File: config.mk
export PLATFORM = sky130hd
export DESIGN_NAME = dmi_responder
export DESIGN_NICKNAME = d
export VERILOG_FILES = /design/src/rtl/dmi_responder.sv
export SDC_FILE = /design/constraint.sdc
export NUM_CORES = 1
export LEC_CHECK = 0
export ABC_AREA = 1
export CORE_UTILIZATION = 45
export DETAILED_ROUTE_END_ITERATION = 12
export PLACE_DENSITY_LB_ADDON = 0.2
export SKIP_CTS_REPAIR_TIMING = 1
export SLEW_MARGIN = 20
export SYNTH_ARGS = -nofsm -noshare
export SYNTH_HDL_FRONTEND = slang
export SYNTH_SLANG_ARGS = --single-unit
File: constraint.sdc
create_clock -name clk_i -period 2.63 [get_ports clk_i]
set_input_delay 0.526 -clock clk_i [delete_from_list [all_inputs] [get_ports clk_i]]
set_output_delay 0.526 -clock clk_i [all_outputs]
set_load 0.05 [all_outputs]
File: src/rtl/dmi_responder.sv
// Core-side DMI target: one request at a time becomes one register-bus access, answered with {data,resp}.
// Latency: NOP/rsvd respond 1 cycle after accept, RD/WR 1 cycle after ack/timeout; no new request until the response is taken.
module dmi_responder #(
  parameter int ABITS   = 7,
  parameter int DW      = 32,
  parameter int TIMEOUT = 255
) (
  input  logic                  clk_i,
  input  logic                  rst_i,
  input  logic                  dmi_req_valid_i,
  input  logic [ABITS+DW+1:0]   dmi_req_i,
  output logic                  dmi_req_ready_o,
  output logic                  dmi_resp_valid_o,
  output logic [DW+1:0]         dmi_resp_o,
  input  logic                  dmi_resp_ready_i,
  output logic                  reg_req_o,
  output logic                  reg_we_o,
  output logic [ABITS-1:0]      reg_addr_o,
  output logic [DW-1:0]         reg_wdata_o,
  input  logic                  reg_ack_i,
  input  logic [DW-1:0]         reg_rdata_i,
  input  logic                  reg_err_i
);

  localparam int CW = $clog2(TIMEOUT + 1);
  localparam logic [CW-1:0] CNT_LAST = CW'(TIMEOUT - 1);

  localparam logic [1:0] OP_NOP    = 2'd0;
  localparam logic [1:0] OP_RD     = 2'd1;
  localparam logic [1:0] OP_WR     = 2'd2;
  localparam logic [1:0] RESP_OK   = 2'd0;
  localparam logic [1:0] RESP_FAIL = 2'd2;

  typedef enum logic [1:0] {
    IDLE   = 2'd0,
    ACCESS = 2'd1,
    RESP   = 2'd2
  } state_t;

  state_t            state, state_nxt;
  logic [CW-1:0]     cnt, cnt_nxt;
  logic              reg_req_q, reg_req_nxt;
  logic              reg_we_q, reg_we_nxt;
  logic [ABITS-1:0]  reg_addr_q, reg_addr_nxt;
  logic [DW-1:0]     reg_wdata_q, reg_wdata_nxt;
  logic              resp_valid_q, resp_valid_nxt;
  logic [DW-1:0]     resp_data_q, resp_data_nxt;
  logic [1:0]        resp_code_q, resp_code_nxt;

  logic [ABITS-1:0]  req_addr;
  logic [DW-1:0]     req_data;
  logic [1:0]        req_op;
  logic              accept;
  logic              expired;

  assign req_addr = dmi_req_i[ABITS+DW+1 -: ABITS];
  assign req_data = dmi_req_i[DW+1:2];
  assign req_op   = dmi_req_i[1:0];

  assign dmi_req_ready_o = (state == IDLE);
  assign accept          = dmi_req_valid_i && dmi_req_ready_o;
  assign expired         = (cnt == CNT_LAST);

  // State register; all outputs except ready are registered here too
  always_ff @(posedge clk_i) begin
    if (rst_i) begin
      state        <= IDLE;
      cnt          <= '0;
      reg_req_q    <= 1'b0;
      reg_we_q     <= 1'b0;
      reg_addr_q   <= '0;
      reg_wdata_q  <= '0;
      resp_valid_q <= 1'b0;
      resp_data_q  <= '0;
      resp_code_q  <= '0;
    end else begin
      state        <= state_nxt;
      cnt          <= cnt_nxt;
      reg_req_q    <= reg_req_nxt;
      reg_we_q     <= reg_we_nxt;
      reg_addr_q   <= reg_addr_nxt;
      reg_wdata_q  <= reg_wdata_nxt;
      resp_valid_q <= resp_valid_nxt;
      resp_data_q  <= resp_data_nxt;
      resp_code_q  <= resp_code_nxt;
    end
  end

  always_comb begin
    state_nxt = state;
    case (state)
      IDLE: begin
        if (accept) begin
          if (req_op == OP_RD || req_op == OP_WR) state_nxt = ACCESS;
          else                                    state_nxt = RESP;
        end
      end
      ACCESS: begin
        if (reg_ack_i || expired) state_nxt = RESP;
      end
      RESP: begin
        if (dmi_resp_ready_i) state_nxt = IDLE;
      end
      default: state_nxt = IDLE;
    endcase
  end

  always_comb begin
    cnt_nxt        = cnt;
    reg_req_nxt    = reg_req_q;
    reg_we_nxt     = reg_we_q;
    reg_addr_nxt   = reg_addr_q;
    reg_wdata_nxt  = reg_wdata_q;
    resp_valid_nxt = resp_valid_q;
    resp_data_nxt  = resp_data_q;
    resp_code_nxt  = resp_code_q;
    case (state)
      IDLE: begin
        if (accept) begin
          case (req_op)
            OP_NOP: begin
              resp_valid_nxt = 1'b1;
              resp_data_nxt  = '0;
              resp_code_nxt  = RESP_OK;
            end
            OP_RD, OP_WR: begin
              reg_req_nxt   = 1'b1;
              reg_we_nxt    = (req_op == OP_WR);
              reg_addr_nxt  = req_addr;
              reg_wdata_nxt = req_data;
              cnt_nxt       = '0;
            end
            default: begin
              resp_valid_nxt = 1'b1;
              resp_data_nxt  = '0;
              resp_code_nxt  = RESP_FAIL;
            end
          endcase
        end
      end
      ACCESS: begin
        // An ack arriving on the expiry cycle still completes the access
        if (reg_ack_i) begin
          reg_req_nxt    = 1'b0;
          resp_valid_nxt = 1'b1;
          resp_data_nxt  = (!reg_we_q && !reg_err_i) ? reg_rdata_i : '0;
          resp_code_nxt  = reg_err_i ? RESP_FAIL : RESP_OK;
        end else if (expired) begin
          reg_req_nxt    = 1'b0;
          resp_valid_nxt = 1'b1;
          resp_data_nxt  = '0;
          resp_code_nxt  = RESP_FAIL;
        end else begin
          cnt_nxt = cnt + CW'(1);
        end
      end
      RESP: begin
        if (dmi_resp_ready_i) resp_valid_nxt = 1'b0;
      end
      default: ;
    endcase
  end

  assign reg_req_o        = reg_req_q;
  assign reg_we_o         = reg_we_q;
  assign reg_addr_o       = reg_addr_q;
  assign reg_wdata_o      = reg_wdata_q;
  assign dmi_resp_valid_o = resp_valid_q;
  assign dmi_resp_o       = {resp_data_q, resp_code_q};

endmodule

==> results of run 1 <==
==> worst max path at each step <==
| stage | slack [ns] | to | from | cells past startpoint |
|---|---|---|---|---|
| after floorplan | 0.93 | state[1] | state[1] | 7 |
| after global placement | 0.41 | resp_code_q[1] | dmi_req_i[0] | 8 |
| after detailed placement | 0.39 | cnt[5] | dmi_req_i[1] | 9 |
| after CTS | 0.19 | dmi_req_ready_o | state[1] | 2 |
| after global routing | 0.17 | dmi_req_ready_o | state[1] | 2 |
| final | 0.21 | dmi_req_ready_o | state[1] | 2 |
==> layout make-up <==
class / count / area, sq um
fillers: 753 / 2840
flip-flops and latches: 85 / 1700
repair buffers: 167 / 1690
multi-input cells: 333 / 1640
inverters: 124 / 465
clock buffers: 10 / 138
well taps: 108 / 135
clock inverters: 6 / 70.1
==> critical path: stages (launching register included) <==
cell                              delay [ns]
sky130_fd_sc_hd__dfxtp_1                0.40
sky130_fd_sc_hd__nor2_2                 0.29
sky130_fd_sc_hd__clkdlybuf4s50_1        0.86
==> state kept, by name, indices dropped and copies added (netlist names) <==
| name | flops |
|---|---|
| cnt | 8 |
| dmi_resp_valid_o | 1 |
| reg_addr_o | 7 |
| reg_req_o | 1 |
| reg_wdata_o | 32 |
| reg_we_o | 1 |
| resp_code_q | 1 |
| resp_data_q | 32 |
| state | 2 |
==> power by group <==
group	total, mW	internal, mW	leakage (nW)	switching [mW]
Clock	0.968	0.472	0.0955	0.496
Sequential	1.50	1.43	0.698	0.0767
Combinational	1.42	0.515	1.67	0.909
Total	3.89	2.41	2.47	1.48
==> stage by stage <==
| step | utilization [%] | total power, mW | instance area (sq um) |
|---|---|---|---|
| finish | 67.3 | 3.89 | 5840 |
| CTS | 67.3 | 3.92 | 5840 |
| detailed placement | 64.9 | 2.95 | 5630 |
| global route | 67.3 | 4.09 | 5840 |
| floorplan | - | 2.45 | 4000 |
| global placement | 64.9 | 2.93 | 5630 |
==> cell usage after synthesis, types with 2 or more instances <==
cell and number:
sky130_fd_sc_hd__a21oi_1 50, sky130_fd_sc_hd__buf_1 3, sky130_fd_sc_hd__buf_2 12, sky130_fd_sc_hd__buf_4 5, sky130_fd_sc_hd__clkbuf_1 21, sky130_fd_sc_hd__dfxtp_1 85
sky130_fd_sc_hd__ha_1 4, sky130_fd_sc_hd__inv_1 121, sky130_fd_sc_hd__inv_2 2, sky130_fd_sc_hd__nand2_1 101, sky130_fd_sc_hd__nand2_2 3, sky130_fd_sc_hd__nand3_1 10
sky130_fd_sc_hd__nand3_2 2, sky130_fd_sc_hd__nand4_1 67, sky130_fd_sc_hd__nor2_1 46, sky130_fd_sc_hd__o21ai_0 42
==> kinds of logic (layout without fill, tap and decap cells) <==
group | after synthesis | after routing | synth area share (%)
buffers and inverters | 166 | 307 | 16.6
AO/OA/AOI/OAI | 95 | 95 | 12.3
flip-flops | 85 | 85 | 42.5
AND/OR/NAND/NOR | 233 | 233 | 27.3
other | 1 | 1 | 0.0937
adder cells (fa/ha/maj) | 4 | 4 | 1.25
==> routing by layer <==
layer | GRT usage, % | wire [um]
met5 | 0 | 0
met4 | 10.0 | 214
met3 | 9.00 | 1200
met2 | 38.7 | 4870
met1 | 26.6 | 4370
==> impl_results.rst, run 1 <==
.. list-table::
   :header-rows: 1

   * - Metric
     - Value
   * - Min-delay src
     - reg_addr_o[1]
   * - Vias/cell
     - 4.94
   * - Maximum achievable frequency
     - 414 MHz
   * - Number of antenna violations at the first check in global routing
     - 0
   * - Number of flops mapped to enable cells by yosys
     - 0
   * - Most frequent cells in the layout
     - sky130_fd_sc_hd__clkdlybuf4s50_1, sky130_fd_sc_hd__inv_1, sky130_fd_sc_hd__nand2_1
   * - Reported leakage power
     - 2.47 nW
   * - TritonCTS clock tree
     - done
   * - Worst r2r path cells
     - 10
   * - Setup Skew
     - 0.0136 ns
   * - Ports placed on the boundary
     - 156
   * - Initial Utilization
     - 46.1%
   * - Clock edge transition at the registers on the reported setup and hold paths
     - 0.09 ns
   * - Core Rows
     - 34
   * - Number of buffers between clock root and the deepest sink
     - 2
   * - Final HPWL DP
     - 7410 um
   * - Endpoint of the worst register-to-register path
     - resp_data_q[11]
   * - Global-route wire length before repair
     - 16,800 um
   * - Cell at the root of the clock tree
     - sky130_fd_sc_hd__clkbuf_8
   * - Setup Slack @ Placement
     - 0.393 ns
   * - Max VDD drop
     - 378 uV
   * - Setup slack of the critical path after layout
     - 0.212 ns
   * - Worst R2R Start
     - cnt[0]
   * - Proportion of netlist area held by the largest area contributor
     - 42.5%
   * - Cell type contributing the most total cell area after synthesis
     - sky130_fd_sc_hd__dfxtp_1
   * - Largest net degree at the start of global routing
     - 54
   * - Post-Syn Area per Cell
     - 6.85 sq um
   * - ANT nets after route
     - 0
   * - Data arrival time of the critical path
     - 1.89 ns
   * - Kind of launch point of the worst setup path
     - flop
   * - Number of max-slew violations in the final report
     - 0
   * - CP required
     - 2.10 ns
   * - Cell area after synthesis
     - 4000 sq um
   * - Sum of routed wire length over all layers
     - 10,700 um
   * - Post-Synthesis Net Count
     - 667
   * - Final non-filler cell total
     - 833
   * - Unrepaired setup endpoints after global routing
     - no
   * - Weighted congestion at the end of routability-driven global placement
     - 0.869
   * - Most frequently used flop master after synthesis
     - sky130_fd_sc_hd__dfxtp_1
   * - Result of the run
     - finished, final reports clean
   * - Routed via count
     - 4,111
   * - Most common cell after layout, fill and taps aside
     - sky130_fd_sc_hd__clkdlybuf4s50_1
   * - Worst slew margin relative to its limit
     - 62.4%
   * - Period Utilization, post-route
     - 92.0%
   * - Max capacitance violation total
     - 0
   * - Setup total negative slack
     - 0 ns
   * - Leading cell types by total area after synthesis
     - sky130_fd_sc_hd__dfxtp_1, sky130_fd_sc_hd__inv_1, sky130_fd_sc_hd__nand4_1
   * - Final setup violating endpoints
     - 0
   * - Num CTS Buffers
     - 9
   * - Internal reg-to-reg setup slack
     - 0.87 ns
   * - Kind of critical path
     - reg2out
   * - Worst Hold End
     - reg_addr_o[1]
   * - Die span in y
     - 96.3 um
   * - Power density over the cells
     - 667 nW/um^2
   * - Worst hold-check path type
     - reg2reg
   * - Hold Path Cell Cnt
     - 2
   * - Proportion of layout cells with a drive suffix above 1
     - 5.66%
   * - Post-synthesis cell count
     - 584
   * - Count of nets after finishing
     - 803
   * - Synthesis warning total
     - 0
   * - Avg WL per Cell
     - 12.8 um
   * - Hold Fails Final Rpt
     - 0
   * - Largest driver fanout on the critical path
     - 4
   * - Final global-route overflow total
     - 0
   * - Minimum clock period
     - 2.42 ns
   * - Area of the die
     - 9280 sq um
   * - Clock latency on the worst-skew pair
     - 0.36 ns
   * - Sequential-to-total area share from yosys stat
     - 42.5%
   * - Total of flip-flops plus latches after synthesis
     - 85
   * - Die outline width
     - 96.3 um
   * - Post-route DRC violation count
     - 0
   * - Count of cell types in the netlist
     - 26
   * - Number of placed cells counting well taps
     - 817
   * - Number of sinks handled by clock tree synthesis
     - 85
   * - Standard cell core area
     - 8680 sq um
   * - Gr usage total
     - 23.3%
   * - First DRT Iteration DRCs
     - 134
   * - ANT cells
     - 0
   * - Length of the first detailed-routing pass in iterations
     - 4
   * - Type of element capturing the critical path
     - output pin
   * - Clock H-tree levels
     - 3
   * - Layout Area Growth over Synthesis
     - 45.9%
   * - Via count of the first global-routing pass
     - 3,689
   * - Port-buffer cells
     - 154
   * - Fraction of synthesis flops using an asynchronous set or reset pin
     - 0%
   * - Transition at the pin with the smallest max-transition slack
     - 0.563 ns
   * - WHS
     - 0.446 ns
No activity file was read; power rests on OpenSTA's default activity.
==> run 2: changes to the inputs <==
--- a/config.mk
+++ b/config.mk
@@ -9,6 +9,7 @@
 export CORE_UTILIZATION = 45
 export DETAILED_ROUTE_END_ITERATION = 12
 export PLACE_DENSITY_LB_ADDON = 0.2
+export SETUP_SLACK_MARGIN = 0.5
 export SKIP_CTS_REPAIR_TIMING = 1
 export SLEW_MARGIN = 20
 export SYNTH_ARGS = -nofsm -noshare
==> impl_results.rst, run 2 (synthesized netlist as in run 1, its figures left out) <==
.. list-table::
   :header-rows: 1

   * - Metric
     - Value
   * - Max VDD drop
     - 380 uV
   * - Layout Cell Area excl Fill
     - 5840 sq um
   * - Category of cells accounting for the largest share of critical-path delay
     - buffers and inverters
   * - Clock network fraction of total power
     - 24.8%
   * - Initial Utilization
     - 46.1%
   * - Worst R2R Start
     - cnt[0]
   * - Final Core Density
     - 67.3%
   * - Sum of routed wire length over all layers
     - 10,600 um
   * - Global-route wire length before repair
     - 16,800 um
   * - Die outline width
     - 96.3 um
   * - Number of max-slew violations in the final report
     - 0
   * - Num CTS Buffers
     - 9
   * - Result of the run
     - finished, final reports clean
   * - CP required
     - 2.10 ns
   * - Final setup violating endpoints
     - 0
   * - Int Pwr
     - 2.41 mW
   * - ANT cells
     - 0
   * - Layout Area Growth over Synthesis
     - 46.0%
   * - Most frequent cells in the layout
     - sky130_fd_sc_hd__clkdlybuf4s50_1, sky130_fd_sc_hd__inv_1, sky130_fd_sc_hd__nand2_1
   * - Largest driver fanout on the critical path
     - 2
   * - Maximum achievable frequency
     - 481 MHz
   * - CP bufs+invs
     - 1
   * - Type of element capturing the critical path
     - output pin
   * - Number of sinks handled by clock tree synthesis
     - 85
   * - Routed via count
     - 4,115
   * - Setup Skew
     - 0.0114 ns
   * - Clock H-tree levels
     - 3
   * - Kind of critical path
     - reg2out
   * - TritonCTS clock tree
     - done
   * - Reported leakage power
     - 2.49 nW
   * - Kind of launch point of the worst setup path
     - flop
   * - Most common cell after layout, fill and taps aside
     - sky130_fd_sc_hd__clkdlybuf4s50_1
   * - First DRT Iteration DRCs
     - 148
   * - Length of the first detailed-routing pass in iterations
     - 4
   * - Hold Path Cell Cnt
     - 2
   * - Minimum clock period
     - 2.08 ns
   * - Core Rows
     - 34
   * - Setup slack of the critical path after layout
     - 0.549 ns
   * - Worst hold-check path type
     - reg2reg
   * - Data arrival time of the critical path
     - 1.55 ns
   * - Ports placed on the boundary
     - 156
   * - Standard cell core area
     - 8680 sq um
   * - Area of the die
     - 9280 sq um
   * - Period Utilization, post-route
     - 79.1%
   * - Cell at the root of the clock tree
     - sky130_fd_sc_hd__clkbuf_8
   * - Instance area after placement
     - 5630 sq um
   * - Worst slew margin relative to its limit
     - 62.4%
   * - Die span in y
     - 96.3 um
   * - Unrepaired setup endpoints after global routing
     - no
   * - Clock edge transition at the registers on the reported setup and hold paths
     - 0.09 ns
   * - Sequential power share
     - 38.6%
   * - Max capacitance violation total
     - 0
   * - Endpoint of the worst register-to-register path
     - resp_data_q[11]
   * - Max stage delay on crit path
     - 0.86 ns
   * - Port-buffer cells
     - 154
   * - Gr usage total
     - 23.3%
   * - Setup total negative slack
     - 0 ns
   * - Avg WL per Cell
     - 12.7 um
   * - Comb power frac
     - 36.6%
   * - Largest net degree at the start of global routing
     - 54
   * - Overall power
     - 3.89 mW
   * - Number of placed cells counting well taps
     - 817
   * - WHS
     - 0.446 ns
   * - Clock latency on the worst-skew pair
     - 0.35 ns
   * - Vias/cell
     - 4.94
   * - Final non-filler cell total
     - 833
   * - Switching part of the total power
     - 38.0%
   * - Via count of the first global-routing pass
     - 3,689
   * - Total of fill cells in the finished design
     - 753
   * - Proportion of layout cells with a drive suffix above 1
     - 5.66%
   * - Min-delay src
     - reg_addr_o[1]
   * - Power density over the cells
     - 666 nW/um^2
   * - Worst Hold End
     - reg_addr_o[1]
   * - Weighted congestion at the end of routability-driven global placement
     - 0.869
   * - Final global-route overflow total
     - 0
   * - Final HPWL DP
     - 7410 um
   * - Critical path cell sequence
     - clkdlybuf4s50_1
   * - Library cell contributing the largest single delay on the critical path
     - sky130_fd_sc_hd__clkdlybuf4s50_1
   * - Transition at the pin with the smallest max-transition slack
     - 0.562 ns
   * - Number of buffers between clock root and the deepest sink
     - 2
   * - Number of antenna violations at the first check in global routing
     - 0
   * - ANT nets after route
     - 0
   * - Hold Fails Final Rpt
     - 0
   * - Count of nets after finishing
     - 803
   * - Post-route DRC violation count
     - 0
   * - Worst r2r path cells
     - 10
   * - Power dissipated by switching net loads
     - 1.48 mW
   * - Setup Slack @ Placement
     - 0.393 ns
   * - Internal reg-to-reg setup slack
     - 0.86 ns
==> run 2: cell types whose count changed in the layout (fill, tap and decap cells not counted), sizes merged <==
cell	delta
dlymetal6s2s	+2
clkdlybuf4s50	-2
==> run 2: how the worst max path moves through the flow <==
stage,cells after the start,end,slack (ns),start
floorplan,7,state[1],0.93,state[1]
global route,1,reg_wdata_o[2],0.51,reg_wdata_o[2]
global placement,8,resp_code_q[1],0.41,dmi_req_i[0]
finish,1,dmi_resp_o[30],0.55,resp_data_q[28]
detailed placement,9,cnt[5],0.39,dmi_req_i[1]
CTS,2,dmi_req_ready_o,0.19,state[1]
==> run 2: routing by layer <==
layer | track usage [%] | wire length [um] | share of wire [%]
met3 | 9.00 | 1180 | 11
met5 | 0 | 0 | 0
met4 | 10.0 | 282 | 2.7
met2 | 38.7 | 4840 | 46
met1 | 26.6 | 4310 | 41
==> run 2: cell type report <==
class	count	area (sq um)	share of cell area [%]
clock buffer	10	138	2.36
clock inverter	6	70.1	1.20
inverter	124	465	7.97
multi-input combinational	333	1640	28.1
sequential	85	1700	29.1
tap	108	135	2.31
timing repair buffer	167	1690	29.0
==> run 2: power by group through the flow <==
stage	Clock (mW)	Combinational [mW]	Sequential, mW
after CTS	0.988	1.43	1.50
final	0.967	1.42	1.50
after global routing	1.04	1.54	1.52
after detailed placement	0	1.42	1.53
after floorplan	0	0.466	1.98
after global placement	0	1.40	1.53
==> run 2: worst min-delay path: cells and delay by family, from the launching register on <==
family / cells / cell delay [ns]
AOI/OAI and AO/OA: 1 / 0.05
buffers and inverters: 1 / 0.04
DFF: 1 / 0.32
